$ cat src/rtl/vga_scan_if.sv
// Signal bundle between vga_scan_ctrl, the graphics source and the VGA connector.
// The i_test_mode member exists only when TEST_PATTERN_EN is defined.
interface vga_scan_if;
    logic [3:0] i_r;
    logic [3:0] i_g;
    logic [3:0] i_b;
`ifdef TEST_PATTERN_EN
    logic       i_test_mode;
`endif
    logic [9:0] o_x_read;
    logic [9:0] o_y_read;
    logic       o_hs;
    logic       o_vs;
    logic [3:0] o_r;
    logic [3:0] o_g;
    logic [3:0] o_b;
    logic       o_vblank_start;

`ifdef TEST_PATTERN_EN
    modport master (
        input  i_r, i_g, i_b, i_test_mode,
        output o_x_read, o_y_read, o_hs, o_vs, o_r, o_g, o_b, o_vblank_start
    );
    modport slave (
        output i_r, i_g, i_b, i_test_mode,
        input  o_x_read, o_y_read, o_hs, o_vs, o_r, o_g, o_b, o_vblank_start
    );
`else
    modport master (
        input  i_r, i_g, i_b,
        output o_x_read, o_y_read, o_hs, o_vs, o_r, o_g, o_b, o_vblank_start
    );
    modport slave (
        output i_r, i_g, i_b,
        input  o_x_read, o_y_read, o_hs, o_vs, o_r, o_g, o_b, o_vblank_start
    );
`endif
endinterface

$ cat src/rtl/vga_scan_ctrl.sv
// VGA raster timing around the graphics block: scan coordinates out, delayed sync/blank/RGB in.
// Optional macro TEST_PATTERN_EN adds an eight-bar colour test pattern selected by i_test_mode.
module vga_scan_ctrl #(
    parameter int CLK_DIV  = 4,
    parameter int PIPE_LAT = 1,
    parameter int H_ACTIVE = 640,
    parameter int H_FP     = 16,
    parameter int H_SYNC   = 96,
    parameter int H_BP     = 48,
    parameter int V_ACTIVE = 480,
    parameter int V_FP     = 10,
    parameter int V_SYNC   = 2,
    parameter int V_BP     = 33
) (
    input  logic       clk,
    input  logic       rst,
    vga_scan_if.master bus
);
    localparam int               DIV_W    = (CLK_DIV > 1) ? $clog2(CLK_DIV) : 1;
    localparam logic [DIV_W-1:0] DIV_LAST = DIV_W'(CLK_DIV - 1);
    localparam logic [9:0]       H_LAST   = 10'(H_ACTIVE + H_FP + H_SYNC + H_BP - 1);
    localparam logic [9:0]       V_LAST   = 10'(V_ACTIVE + V_FP + V_SYNC + V_BP - 1);
    localparam logic [9:0]       H_ACT    = 10'(H_ACTIVE);
    localparam logic [9:0]       V_ACT    = 10'(V_ACTIVE);
    localparam logic [9:0]       HS_FIRST = 10'(H_ACTIVE + H_FP);
    localparam logic [9:0]       HS_LAST  = 10'(H_ACTIVE + H_FP + H_SYNC - 1);
    localparam logic [9:0]       VS_FIRST = 10'(V_ACTIVE + V_FP);
    localparam logic [9:0]       VS_LAST  = 10'(V_ACTIVE + V_FP + V_SYNC - 1);

    logic [DIV_W-1:0]    div_cnt_q, div_cnt_d;
    logic                tick;
    logic [9:0]          h_cnt_q, h_cnt_d, v_cnt_q, v_cnt_d;
    logic                act_nxt, hs_n_nxt, vs_n_nxt;
    logic [PIPE_LAT-1:0] pipe_act_q, pipe_act_d;
    logic [PIPE_LAT-1:0] pipe_hs_q, pipe_hs_d;
    logic [PIPE_LAT-1:0] pipe_vs_q, pipe_vs_d;
    logic                hs_q, hs_d, vs_q, vs_d;
    logic                vblank_q, vblank_d;
    logic [11:0]         rgb_q, rgb_d, rgb_src;

`ifdef TEST_PATTERN_EN
    localparam logic [9:0] BAR_W = 10'(H_ACTIVE / 8);
    logic [PIPE_LAT-1:0][9:0] pipe_hx_q, pipe_hx_d;

    function automatic logic [11:0] bar_color(input logic [9:0] hx);
        logic [9:0] idx;
        idx = hx / BAR_W;
        case (idx)
            10'd0:   bar_color = 12'hFFF;
            10'd1:   bar_color = 12'hFF0;
            10'd2:   bar_color = 12'h0FF;
            10'd3:   bar_color = 12'h0F0;
            10'd4:   bar_color = 12'hF0F;
            10'd5:   bar_color = 12'hF00;
            10'd6:   bar_color = 12'h00F;
            default: bar_color = 12'h000;
        endcase
    endfunction
`endif

    assign tick = (div_cnt_q == DIV_LAST);

    // Pixel divider and raster counters; v advances only when h wraps.
    always_comb begin
        div_cnt_d = tick ? {DIV_W{1'b0}} : div_cnt_q + DIV_W'(1);
        h_cnt_d   = h_cnt_q;
        v_cnt_d   = v_cnt_q;
        if (tick) begin
            if (h_cnt_q == H_LAST) begin
                h_cnt_d = 10'd0;
                if (v_cnt_q == V_LAST) begin
                    v_cnt_d = 10'd0;
                end else begin
                    v_cnt_d = v_cnt_q + 10'd1;
                end
            end else begin
                h_cnt_d = h_cnt_q + 10'd1;
            end
        end else begin
            h_cnt_d = h_cnt_q;
        end
    end

    // Timing terms belong to the coordinate being issued on this tick.
    always_comb begin
        act_nxt  = (h_cnt_d < H_ACT) && (v_cnt_d < V_ACT);
        hs_n_nxt = !((h_cnt_d >= HS_FIRST) && (h_cnt_d <= HS_LAST));
        vs_n_nxt = !((v_cnt_d >= VS_FIRST) && (v_cnt_d <= VS_LAST));
    end

    // Colour source: graphics input, or the bar pattern when test mode is on.
    always_comb begin
        rgb_src = {bus.i_r, bus.i_g, bus.i_b};
`ifdef TEST_PATTERN_EN
        if (bus.i_test_mode) begin
            rgb_src = bar_color(pipe_hx_q[PIPE_LAT-1]);
        end else begin
            rgb_src = {bus.i_r, bus.i_g, bus.i_b};
        end
`endif
    end

    // Alignment pipeline and output registers; the oldest stage matches the RGB now arriving.
    always_comb begin
        pipe_act_d = pipe_act_q;
        pipe_hs_d  = pipe_hs_q;
        pipe_vs_d  = pipe_vs_q;
        hs_d       = hs_q;
        vs_d       = vs_q;
        rgb_d      = rgb_q;
        vblank_d   = 1'b0;
`ifdef TEST_PATTERN_EN
        pipe_hx_d  = pipe_hx_q;
`endif
        if (tick) begin
            pipe_act_d = PIPE_LAT'({pipe_act_q, act_nxt});
            pipe_hs_d  = PIPE_LAT'({pipe_hs_q, hs_n_nxt});
            pipe_vs_d  = PIPE_LAT'({pipe_vs_q, vs_n_nxt});
`ifdef TEST_PATTERN_EN
            pipe_hx_d  = (PIPE_LAT * 10)'({pipe_hx_q, h_cnt_d});
`endif
            hs_d       = pipe_hs_q[PIPE_LAT-1];
            vs_d       = pipe_vs_q[PIPE_LAT-1];
            rgb_d      = pipe_act_q[PIPE_LAT-1] ? rgb_src : 12'h000;
            vblank_d   = (h_cnt_d == 10'd0) && (v_cnt_d == V_ACT);
        end else begin
            vblank_d   = 1'b0;
        end
    end

    // State registers with synchronous reset.
    always_ff @(posedge clk) begin
        if (rst) begin
            div_cnt_q  <= {DIV_W{1'b0}};
            h_cnt_q    <= 10'd0;
            v_cnt_q    <= 10'd0;
            pipe_act_q <= {PIPE_LAT{1'b0}};
            pipe_hs_q  <= {PIPE_LAT{1'b1}};
            pipe_vs_q  <= {PIPE_LAT{1'b1}};
            hs_q       <= 1'b1;
            vs_q       <= 1'b1;
            rgb_q      <= 12'h000;
            vblank_q   <= 1'b0;
`ifdef TEST_PATTERN_EN
            pipe_hx_q  <= {(PIPE_LAT * 10){1'b0}};
`endif
        end else begin
            div_cnt_q  <= div_cnt_d;
            h_cnt_q    <= h_cnt_d;
            v_cnt_q    <= v_cnt_d;
            pipe_act_q <= pipe_act_d;
            pipe_hs_q  <= pipe_hs_d;
            pipe_vs_q  <= pipe_vs_d;
            hs_q       <= hs_d;
            vs_q       <= vs_d;
            rgb_q      <= rgb_d;
            vblank_q   <= vblank_d;
`ifdef TEST_PATTERN_EN
            pipe_hx_q  <= pipe_hx_d;
`endif
        end
    end

    assign bus.o_x_read       = h_cnt_q;
    assign bus.o_y_read       = v_cnt_q;
    assign bus.o_hs           = hs_q;
    assign bus.o_vs           = vs_q;
    assign bus.o_r            = rgb_q[11:8];
    assign bus.o_g            = rgb_q[7:4];
    assign bus.o_b            = rgb_q[3:0];
    assign bus.o_vblank_start = vblank_q;
endmodule
$ cat src/flat_wrapper.sv
// flat-port wrapper written by rule: the top's interface ports become plain ports
module vga_scan_ctrl_flat 
#(
    parameter int CLK_DIV  = 4,
    parameter int PIPE_LAT = 1,
    parameter int H_ACTIVE = 640,
    parameter int H_FP     = 16,
    parameter int H_SYNC   = 96,
    parameter int H_BP     = 48,
    parameter int V_ACTIVE = 480,
    parameter int V_FP     = 10,
    parameter int V_SYNC   = 2,
    parameter int V_BP     = 33
)
  (clk, rst, bus_i_r, bus_i_g, bus_i_b, bus_o_x_read, bus_o_y_read, bus_o_hs, bus_o_vs, bus_o_r, bus_o_g, bus_o_b, bus_o_vblank_start);
  vga_scan_if bus_i ();
  input  logic clk;
  input  logic rst;
  input wire logic [$bits(bus_i.i_r)-1:0] bus_i_r;
  input wire logic [$bits(bus_i.i_g)-1:0] bus_i_g;
  input wire logic [$bits(bus_i.i_b)-1:0] bus_i_b;
  output wire logic [$bits(bus_i.o_x_read)-1:0] bus_o_x_read;
  output wire logic [$bits(bus_i.o_y_read)-1:0] bus_o_y_read;
  output wire logic [$bits(bus_i.o_hs)-1:0] bus_o_hs;
  output wire logic [$bits(bus_i.o_vs)-1:0] bus_o_vs;
  output wire logic [$bits(bus_i.o_r)-1:0] bus_o_r;
  output wire logic [$bits(bus_i.o_g)-1:0] bus_o_g;
  output wire logic [$bits(bus_i.o_b)-1:0] bus_o_b;
  output wire logic [$bits(bus_i.o_vblank_start)-1:0] bus_o_vblank_start;
  assign bus_i.i_r = bus_i_r;
  assign bus_i.i_g = bus_i_g;
  assign bus_i.i_b = bus_i_b;
  assign bus_o_x_read = bus_i.o_x_read;
  assign bus_o_y_read = bus_i.o_y_read;
  assign bus_o_hs = bus_i.o_hs;
  assign bus_o_vs = bus_i.o_vs;
  assign bus_o_r = bus_i.o_r;
  assign bus_o_g = bus_i.o_g;
  assign bus_o_b = bus_i.o_b;
  assign bus_o_vblank_start = bus_i.o_vblank_start;
  vga_scan_ctrl #(.CLK_DIV(CLK_DIV), .PIPE_LAT(PIPE_LAT), .H_ACTIVE(H_ACTIVE), .H_FP(H_FP), .H_SYNC(H_SYNC), .H_BP(H_BP), .V_ACTIVE(V_ACTIVE), .V_FP(V_FP), .V_SYNC(V_SYNC), .V_BP(V_BP)) u_core (.clk(clk), .rst(rst), .bus(bus_i));
endmodule
$ cat config.mk
export PLATFORM = sky130hd
export DESIGN_NAME = vga_scan_ctrl_flat
export DESIGN_NICKNAME = d
export VERILOG_FILES = /design/src/rtl/vga_scan_if.sv /design/src/rtl/vga_scan_ctrl.sv /design/src/flat_wrapper.sv
export SDC_FILE = /design/constraint.sdc
export NUM_CORES = 1
export LEC_CHECK = 0
export ABC_AREA = 1
export CORE_MARGIN = 5
export CORE_UTILIZATION = 45
export DETAILED_ROUTE_END_ITERATION = 8
export GPL_TIMING_DRIVEN = 0
export PLACE_DENSITY_LB_ADDON = 0.05
export SLEW_MARGIN = 20
export SYNTH_ARGS = -nofsm -noshare
export SYNTH_HDL_FRONTEND = slang
export SYNTH_SLANG_ARGS = --single-unit
$ cat constraint.sdc
create_clock -name clk -period 1.5 [get_ports clk]
set_clock_uncertainty 0.05 [all_clocks]
set_input_delay 0.3 -clock clk [delete_from_list [all_inputs] [get_ports clk]]
set_output_delay 0.3 -clock clk [all_outputs]
set_load 0.1 [all_outputs]
**Yosys cells after proc, flatten, opt, wreduce, memory -nomap -nowiden**

Index checks and enable logic that the tools add are counted.
W data, S select, Z words.

- Add/sub/neg operators: 3
- $lt $le $gt $ge: 6
- Equality and inequality tests: 4
- Muxes and demuxes: 6
- Bitwise operators: 1
- Reductions and logical operators: 9

Operator list:

| operator | count |
|---|---|
| $mux W10 | 5 |
| $add A10 B1 Y10 const B | 2 |
| $eq A10 B10 Y1 const B | 2 |
| $mux W12 | 1 |
| $eq A10 B9 Y1 const B | 1 |
| $ge A10 B10 Y1 const B | 1 |
| $ge A10 B9 Y1 const B | 1 |
| $le A10 B10 Y1 const B | 1 |
| $le A10 B9 Y1 const B | 1 |
| $logic_not A10 Y1 | 1 |
| $lt A10 B10 Y1 const B | 1 |
| $lt A10 B9 Y1 const B | 1 |
| $logic_and A1 B1 Y1 | 4 |
| $reduce_or A2 Y1 | 2 |
| $add A2 B1 Y2 const B | 1 |
| $eq A2 B2 Y1 const B | 1 |
| $logic_not A1 Y1 | 2 |
| $not A1 Y1 | 1 |

- Bits in registers: 40
- Input port bits: 14
- Output and inout port bits: 35
- Logic and storage cells: 39

**Logic depth before layout (Yosys ltp)**

Gate-level depths: netlist (run 1).

- Word-level depth: 7
- Depth in mapped cells: 14
- Depth with buffers taken out: 14

**Worst setup path before layout (run 1)**

Ideal clock, no wire load.

- Kind: register -> register
- From: register u_core.v_cnt_q[0], in the netlist u_core.bus.o_y_read[0]
- To: register u_core.vblank_q, in the netlist u_core.bus.o_vblank_start
- Library setup time: 112 ps
- Arrival: 2304 ps
- Data required time: 1338 ps
- Slack: -965 ps
- Stages on the path, launching flop included: 13
- Buffers on the path: 0
- Period minus slack after synthesis: 2465 ps
- Cell sequence: dfxtp_1 > ha_1 > inv_1 > nor2_2 > nand3_1 > nor2_2 > nand3_1 > nand2_1 > nand2_1 > nand2_1 > nor2_1 > nand2_1 > nor2_2

- Word-level cells in the longest chain between the ends: 6
- Elaborated cells between the ends (all ways): 7
- Those cells by class: add/sub (1); eq/ne (2); mux (3); reduce/logical (1)

RTL lines:

| element | line | RTL |
|---|---|---|
| start, declared | vga_scan_ctrl.sv:32 | `logic [9:0] h_cnt_q, h_cnt_d, v_cnt_q, v_cnt_d;` |
| start signal, assigned | vga_scan_ctrl.sv:150 | `v_cnt_q <= v_cnt_d;` |
| $add A10 B1 Y10 or $eq A10 B10 Y1 (tied branches) | vga_scan_ctrl.sv:74, vga_scan_ctrl.sv:71 |  |
| $mux W10 | vga_scan_ctrl.sv:71 | `if (v_cnt_q == V_LAST) begin` |
| $mux W10 | vga_scan_ctrl.sv:69 | `if (h_cnt_q == H_LAST) begin` |
| $mux W10 * | vga_scan_ctrl.sv:68 | `if (tick) begin` |
| $eq A10 B9 Y1 * | vga_scan_ctrl.sv:125 | `vblank_d = (h_cnt_d == 10'd0) && (v_cnt_d == V_ACT);` |
| $logic_and A1 B1 Y1 * | vga_scan_ctrl.sv:125 |  |
| end signal, assigned | vga_scan_ctrl.sv:157 | `vblank_q <= vblank_d;` |
| end, declared | vga_scan_ctrl.sv:38 | `logic vblank_q, vblank_d;` |

Mark *: on every way between the ends. The rest lies on a longest branch, timed or not.
A chain may end at the register's enable or synchronous reset.

**Worst setup path after layout (run 1)**

- From: register u_core.div_cnt_q[0]
- To: register u_core.vblank_q, in the netlist u_core.bus.o_vblank_start

- Word-level cells in the longest chain between the ends: 4
- Elaborated cells between the ends (all ways): 8
- Those cells by class: eq/ne (2); mux (2); bitwise (1); reduce/logical (3)

RTL lines:

| element | line | RTL |
|---|---|---|
| start, declared | vga_scan_ctrl.sv:30 | `logic [DIV_W-1:0] div_cnt_q, div_cnt_d;` |
| start signal, assigned | vga_scan_ctrl.sv:134 | `div_cnt_q <= {DIV_W{1'b0}};` |
| start signal, assigned | vga_scan_ctrl.sv:148 | `div_cnt_q <= div_cnt_d;` |
| $eq A2 B2 Y1 * | vga_scan_ctrl.sv:61 | `assign tick = (div_cnt_q == DIV_LAST);` |
| $mux W10 | vga_scan_ctrl.sv:68 |  |
| $eq A10 B9 Y1 or $logic_not A10 Y1 (tied branches) | vga_scan_ctrl.sv:125 |  |
| $logic_and A1 B1 Y1 | vga_scan_ctrl.sv:125 |  |

Marked as above.

==> results summary, run 1 <==
Summing over every cut layer, the via total after detailed routing is around 2,200. Compared with the post-synthesis result, the final layout area differs by 47.1%. In the final layout, the share of cells above drive strength 1 is 0.396. The CTS root buffer is sky130_fd_sc_hd__clkbuf_8. The synthesis-stage register bit count came out at 40. In this run the standard cell core region covers approximately 4400 um2. The setup total negative slack is -1.54 ns.

The transition time at the pin with the least slew margin came out at 0.500 ns. The cell area after synthesis came out at roughly 2100 um2. After floorplanning, the core was divided into 24 placement rows. The kind of path behind the tightest hold check is register to register. The number of antenna violations at the first check in global routing is 0. For this design the ratio of total power to cell area is 684 nW/um2. The post-detailed-route count of antenna-violating nets came out at 0. The distinct cell type count after synthesis came out at 28.

Global routing finished with a remaining overflow of 0. The final-report max-slew violation count came out at 0. The family with the most delay on the worst path is simple AND/OR/NAND/NOR gates. The net count of the mapped netlist came out at between 300 and 400. The detailed-route wire length came out at 6090 um.

The worst endpoint data arrival time is 2.04 ns. The half-perimeter wire length after detailed placement is 4250 um. The finished layout holds about 430 standard cells, fillers aside. The run finished, with violations left.

The worst setup path is captured at a register. The minimum setup slack in the final design is -0.353 ns. The clock sink count is 40. The die area is roughly 6000 um2.

The number of global-route vias before repair came out at 2,090. The worst path in the final design needs a cycle of 1.85 ns, including I/O delays and setup. The final layout contains roughly 390 nets.

In the layout the commonest cells are sky130_fd_sc_hd__nand2_1 (59), sky130_fd_sc_hd__nor2_1 (43), sky130_fd_sc_hd__inv_1 (33), sky130_fd_sc_hd__buf_2 (32), sky130_fd_sc_hd__nand3_1 (21). The multi-input combinational cell area is 1270 um2. The count of filler cells inserted in the layout came out at 362.

The number of hold-slack violations in the final timing report came out at 0. The signal on the critical path passes through ha_4 -> nand2_4 -> nor2_4 -> nand3_4 -> buf_12 -> o21ai_2 -> nand2_1 -> nand2_1 -> nand2_1 -> nor2_1 -> nand3_2 -> nor2_2. The post-detailed-route DRC marker count is 0.

The most numerous cell type found on the critical path is sky130_fd_sc_hd__nand2_1. The mean instance size in the synthesized netlist is 6.95 um2. In this run the deepest clock path goes through 2 buffers. The final-report setup violation count came out at 10. The worst-skew pair later-pin latency is ~0.29 ns.

IR analysis of the VDD net gives a maximum drop of between 0.5 and 0.6 mV. Routability-driven placement finished with a final weighted congestion of 0.872. The placed cell area is 2740 um2. The final instance area came out at approximately 3000 um2. The I/O pin count came out at 49. The number of DRC violations after detailed-routing iteration 0 is 150. The clock buffer count from CTS is 5. The antenna cell count is 0.

The number of H-tree branching levels is 2. The number of buffers and inverters on the critical path is 1. TritonCTS built the clock tree. The number of buffers added to fix hold violations after cts is 0. The average vias per placed instance is ~5.2. The final reports fail on negative setup slack. The floorplan step set the die height to 77.7 um. The worst path required time is between 1.5 and 2 ns. Registers take 866 um2. STA classifies the critical path startpoint as a register. The upper clock frequency limit came out at 540 MHz. The initial core utilization is 0.467. The final hold slack came out at 0.393 ns.

Setup repair after global routing could not meet its margin everywhere. Of the synthesized area, sequential elements account for 0.388. In this run the horizontal extent of the chip is 77.7 um. On the critical path, the stage with the largest delay is an instance of sky130_fd_sc_hd__dfxtp_2. The leakage power figure came out at 1.38 nW. The number of cells in the design after placement came out at around 400. In the global route stage, overall resource usage came out at 0.201.

The first global-routing pass estimated a little under 10,000 um of wire. Port buffering added 48 buffers. The gate count after technology mapping is 297.

The type of the worst setup path is register to register. Clock-pin slew was measured on the worst setup and hold paths at 0.08 ns. The per-cell routed wire length is around 14 um. The worst stage delay on the critical path is approximately 0.36 ns.

Headroom to the max-slew limit came out at 0.669. Leaving out fill and tap cells, the most frequent cell in the layout is sky130_fd_sc_hd__nand2_1. The final cycle utilization of the critical path came out at 1.24. The largest driver fanout on the critical path is 5.

The number of detailed-route iterations in the first pass came out at 4. The max-capacitance violation count came out at 0. The total number of yosys warnings is 0.

The pin count of the biggest net entering global routing came out at 13.
[cell usage after synthesis, drive strengths merged]
cell type	n	area, um2
o21bai	1	18.8
dfxtp	40	801
or2	1	6.26
nand4	6	37.5
clkbuf	7	26.3
and2	1	6.26
inv	38	143
ha	4	50.1
a32o	12	120
nor2	63	272
nor3	3	20.0
nand3	31	168
clkinv	1	3.75
o21ai	9	45.0
xor2	4	35.0
nand2	68	263
a31oi	1	6.26
a21oi	4	20.0
nor4	1	6.26
buf	2	16.3
[power breakdown]
part / internal [mW] / total (mW) / leakage, nW / switching, mW
Clock: 0.427 / 0.804 / 0.0534 / 0.377
Sequential: 1.05 / 1.07 / 0.338 / 0.0145
Combinational: 0.0790 / 0.205 / 0.986 / 0.126
[state kept, by name, indices dropped and copies added, names as in the netlist, 2 cells and up]
name	count
u_core.div_cnt_q	2
u_core.rgb_q	12
u_core.bus.o_x_read	10
u_core.bus.o_y_read	10
[repair_timing]
| item | CTS | global route |
|---|---|---|
| pin swaps | 18 | 27 |
| gates cloned | 1 | 0 |
| endpoints found under the hold margin | 0 | 0 |
| endpoints found under the setup margin | 69 | 28 |
| gates resized for setup | 209 | 27 |
| buffers inserted | 15 | 6 |
[routing by layer]
metal,vias to the layer above,GRT usage,wire length (um)
li1,1110,-,-
met1,1038,0.242,2500
met2,71,0.356,3070
met3,10,0.0521,438
met4,0,0.0430,86
met5,-,0,0
[logic make-up (layout without fill, tap and decap cells)]
group           after synthesis  in the layout  synth area share
simple gates                174            174             0.377
buf+inv                      48            125            0.0916
flops                        40             40             0.388
compound gates               27             27             0.102
fa+ha+maj                     4              4            0.0243
xor+xnor                      4              4            0.0170
[final timing paths]
path / cells after the start / endpoint / slack (ns) / start
worst max-delay path: 12 / u_core.bus.o_vblank_start$_SDFF_PP0_ / -0.35 / u_core.div_cnt_q[0]$_SDFF_PP0_
worst max register to register: 12 / u_core.bus.o_vblank_start$_SDFF_PP0_ / -0.35 / u_core.div_cnt_q[0]$_SDFF_PP0_
worst min register to register: 1 / u_core.div_cnt_q[0]$_SDFF_PP0_ / 0.39 / u_core.div_cnt_q[0]$_SDFF_PP0_
worst min-delay path: 1 / u_core.div_cnt_q[0]$_SDFF_PP0_ / 0.39 / u_core.div_cnt_q[0]$_SDFF_PP0_
[final cells by class]
type,instances,area share
Tap cell,52,0.0214
Sequential cell,40,0.285
Clock buffer,7,0.0322
Clock inverter,1,0.00165
Inverter,39,0.0495
Timing Repair Buffer,69,0.168
Buffer,9,0.0251
Multi-Input combinational cell,209,0.417
[stage by stage]
stage | power (mW) | setup slack, ns | utilization
6_report | 2.08 | -0.353 | 0.688
5_1_grt | 2.17 | -0.454 | 0.688
4_1_cts | 2.08 | -0.310 | 0.662
3_5_place_dp | 1.27 | -0.655 | 0.621
3_3_place_gp | 1.26 | -0.638 | 0.621
2_1_floorplan | 1.19 | -0.322 | -
Note: power is estimated with default switching activity, not from simulation.
==> run 2: changes to the inputs <==
Settings changed: TNS_END_PERCENT set to 50.
==> run 2 against run 1 <==
The run still ends with negative setup slack left. Fmax barely moved. Critical path type unchanged. Sequential power is essentially flat. Combinational power decreased by 6%. Sequential share of layout area is 1.9 points higher. Register-to-register slack about the same. Via count is 5.4% lower. Global-route usage down 1.7 points. Core utilization fell by 4.3 points. Largest cell class unchanged.
==> results summary, run 2 (synthesis gave the netlist of run 1 again) <==
The worst path required time is 1.68 ns (was 1.69 ns). The die area is 6040 um2 (unchanged). The total global routing track utilization is 0.184 (was 0.201). The I/O pin count is 49 (unchanged). The timing startpoint of the critical path was u_core.bus.o_x_read[0]$_SDFF_PP0_ (was u_core.div_cnt_q[0]$_SDFF_PP0_).

The number of DRC violations after detailed-routing iteration 0 came out at 126 (was 150). The CTS root buffer is sky130_fd_sc_hd__clkbuf_8 (unchanged). The launching point of the worst reg2reg path is u_core.bus.o_x_read[0]$_SDFF_PP0_ (was u_core.div_cnt_q[0]$_SDFF_PP0_).

The fraction of layout cells with a size suffix above 1 is 0.345 (was 0.396). Failing checks: negative setup slack (unchanged). The path depth of the worst reg2reg path came out at 12 (unchanged). Result of the run: finished, violations left (unchanged).

The antenna cell count is 0 (unchanged). The clock-pin slew of the registers on the worst-case setup and hold paths came out at 0.07 ns (was 0.08 ns). The largest driver fanout on the critical path is 6 (was 5). The post-detailed-route DRC marker count is 0 (unchanged).

The cell depth of the worst hold path came out at 1 (unchanged). The flip-flop count of the largest register after layout came out at 12 (unchanged). The number of nets in the finished design came to 376 (was 391). The post-detailed-route count of antenna-violating nets came out at 0 (unchanged).

The upper clock frequency limit is 540 MHz (about the same). The final-report max-slew violation count came out at 0 (unchanged). The pin count of the biggest net entering global routing came out at 13 (unchanged). The number of core rows is 24 (unchanged). The final cycle utilization of the critical path is 1.24 (about the same). The per-cell routed wire length is 13.6 um (was 14.3 um). The source of the worst hold timing path was u_core.div_cnt_q[0]$_SDFF_PP0_ (unchanged).

The residual overflow from global routing came out at 0 (unchanged). The wire length of the first global-routing pass was 9150 um (was 9820 um). The worst endpoint data arrival time came out at 2.03 ns (was 2.04 ns). The number of global-route vias before repair is 2,013 (was 2,090).

The half-perimeter wire length after detailed placement was 4100 um (was 4250 um). The vertical die dimension is 77.7 um (unchanged). The count of filler cells inserted in the layout is 407 (was 362). Highest-count cells in the layout ignoring fill and taps: sky130_fd_sc_hd__nand2_1 (58), sky130_fd_sc_hd__nor2_1 (47), sky130_fd_sc_hd__buf_2 (36), sky130_fd_sc_hd__inv_1 (34), sky130_fd_sc_hd__nand3_1 (25) (was sky130_fd_sc_hd__nand2_1 (59), sky130_fd_sc_hd__nor2_1 (43), sky130_fd_sc_hd__inv_1 (33), sky130_fd_sc_hd__buf_2 (32), sky130_fd_sc_hd__nand3_1 (21)).

The overall die width is 77.7 um (unchanged). The clock buffer count from CTS is 5 (unchanged). The number of H-tree branching levels is 2 (unchanged). The final hold slack came out at 0.391 ns (was 0.393 ns).

The initial core utilization is 0.467 (unchanged). The detailed-route wire length is 5610 um (was 6090 um). The cell area power density is 717 nW/um2 (was 684 nW/um2). The number of detailed-route iterations in the first pass came to 4 (unchanged).

The average vias per placed instance is 5.13 (was 5.23). The minimum setup slack in the final design is -0.353 ns (about the same). The number of hold-slack violations in the final timing report is 0 (unchanged). The nature of the critical path startpoint was a register (unchanged). The leakage power figure came to 1.29 nW (was 1.38 nW).

The placer's final routability congestion estimate was 0.906 (was 0.872). The maximum number of buffers from clock root to sink came out at 2 (unchanged). The normalized max-slew margin came out at 0.672 (was 0.669).

The core box area came out at 4410 um2 (unchanged). The type of the worst setup path is register to register (unchanged). The element type at the critical path end is a register (unchanged). The number of antenna violations at the first check in global routing is 0 (unchanged). The TritonCTS clock tree is yes (unchanged). RSZ-0062 raised after global routing: true (unchanged). The final-report setup violation count is 13 (was 10). The kind of path behind the tightest hold check is register to register (unchanged). The clock sink count came to 40 (unchanged). The post-layout total power came out at 2.04 mW (was 2.08 mW). The largest register by flop count is u_core.rgb_q (unchanged). The transition time at the pin with the least slew margin is 0.496 ns (was 0.500 ns). The count of input and output buffers is 48 (unchanged). The worst-skew pair later-pin latency is 0.29 ns (about the same). The maximum resistive drop on vdd came out at 0.564 mV (about the same). The via total after detailed routing is 2,108 (was 2,229). The setup total negative slack came out at -1.89 ns (was -1.54 ns).

The time the worst path needs with I/O delays and setup is 1.85 ns (about the same). The most frequent standard cell in the layout excluding fill and tap cells is sky130_fd_sc_hd__nand2_1 (unchanged). The minimum setup slack after placement came to -0.573 ns (was -0.655 ns). The layout overhead on the synthesized area came out at 38.0% (was 47.1%). The max-capacitance violation count is 0 (unchanged).
-- run 2: changes by cell type in the layout (fill, tap and decap cells not counted), sizes merged --
cell	previous run	this run
buf	58	43
clkbuf	14	15
clkinv	2	0
inv	37	38
-- run 2: worst max-delay path, stage by stage (launching register included) --
cell	delay [ns]
sky130_fd_sc_hd__dfxtp_4	0.38
sky130_fd_sc_hd__ha_4	0.16
sky130_fd_sc_hd__nand2_4	0.07
sky130_fd_sc_hd__nor2_4	0.15
sky130_fd_sc_hd__nand3_4	0.17
sky130_fd_sc_hd__buf_12	0.20
sky130_fd_sc_hd__nor3_2	0.12
sky130_fd_sc_hd__nor2_2	0.07
sky130_fd_sc_hd__nor2_2	0.12
sky130_fd_sc_hd__nand2_1	0.06
sky130_fd_sc_hd__nor2_1	0.08
sky130_fd_sc_hd__nand2_1	0.06
sky130_fd_sc_hd__nor2_2	0.09
-- run 2: area by class of cell --
class / instances / area (um2) / area share
plain buffers: 9 / 75.1 / 0.0264
multi-input cells: 209 / 1220 / 0.427
repair buffers: 54 / 375 / 0.132
well taps: 52 / 65.1 / 0.0228
inverters: 39 / 150 / 0.0527
clock buffers: 8 / 100 / 0.0351
flip-flops and latches: 40 / 866 / 0.304
-- run 2: worst paths after layout --
kind	endpoint	slack, ns
hold / removal	u_core.div_cnt_q[0]$_SDFF_PP0_	0.39
hold reg to reg	u_core.div_cnt_q[0]$_SDFF_PP0_	0.39
setup / recovery	u_core.bus.o_vblank_start$_SDFF_PP0_	-0.35
setup reg to reg	u_core.bus.o_vblank_start$_SDFF_PP0_	-0.35
-- run 2: what timing repair did --
action,4_1_cts,5_1_grt
gates cloned,0,1
hold buffers,0,0
endpoints found under the setup margin,69,28
gates resized for setup,189,33
pin swaps,3,18
hold endpoints to repair,0,0
setup buffers,0,5
-- run 2: per-stage QoR --
| step | instances | instance area (um2) | utilization |
|---|---|---|---|
| floorplan | 297 | 2190 | - |
| global placement | 397 | 2740 | 0.620 |
| detailed placement | 397 | 2740 | 0.620 |
| CTS | 405 | 2700 | 0.612 |
| global route | 411 | 2850 | 0.645 |
| finish | 411 | 2850 | 0.645 |
-- run 2: per-layer routing --
metal  track usage  up-vias  wire length (um)
met5             0        -                 0
met4        0.0515        0                86
met3        0.0509       11               327
met2         0.301       56              2610
met1         0.236      957              2580
li1              -     1084                 -
-- run 2: where the power goes --
group	switching, mW	internal (mW)	total [mW]	leakage (nW)
Sequential	0.0145	1.05	1.07	0.338
Clock	0.362	0.420	0.782	0.0515
Combinational	0.120	0.0730	0.193	0.899
Total	0.497	1.54	2.04	1.29
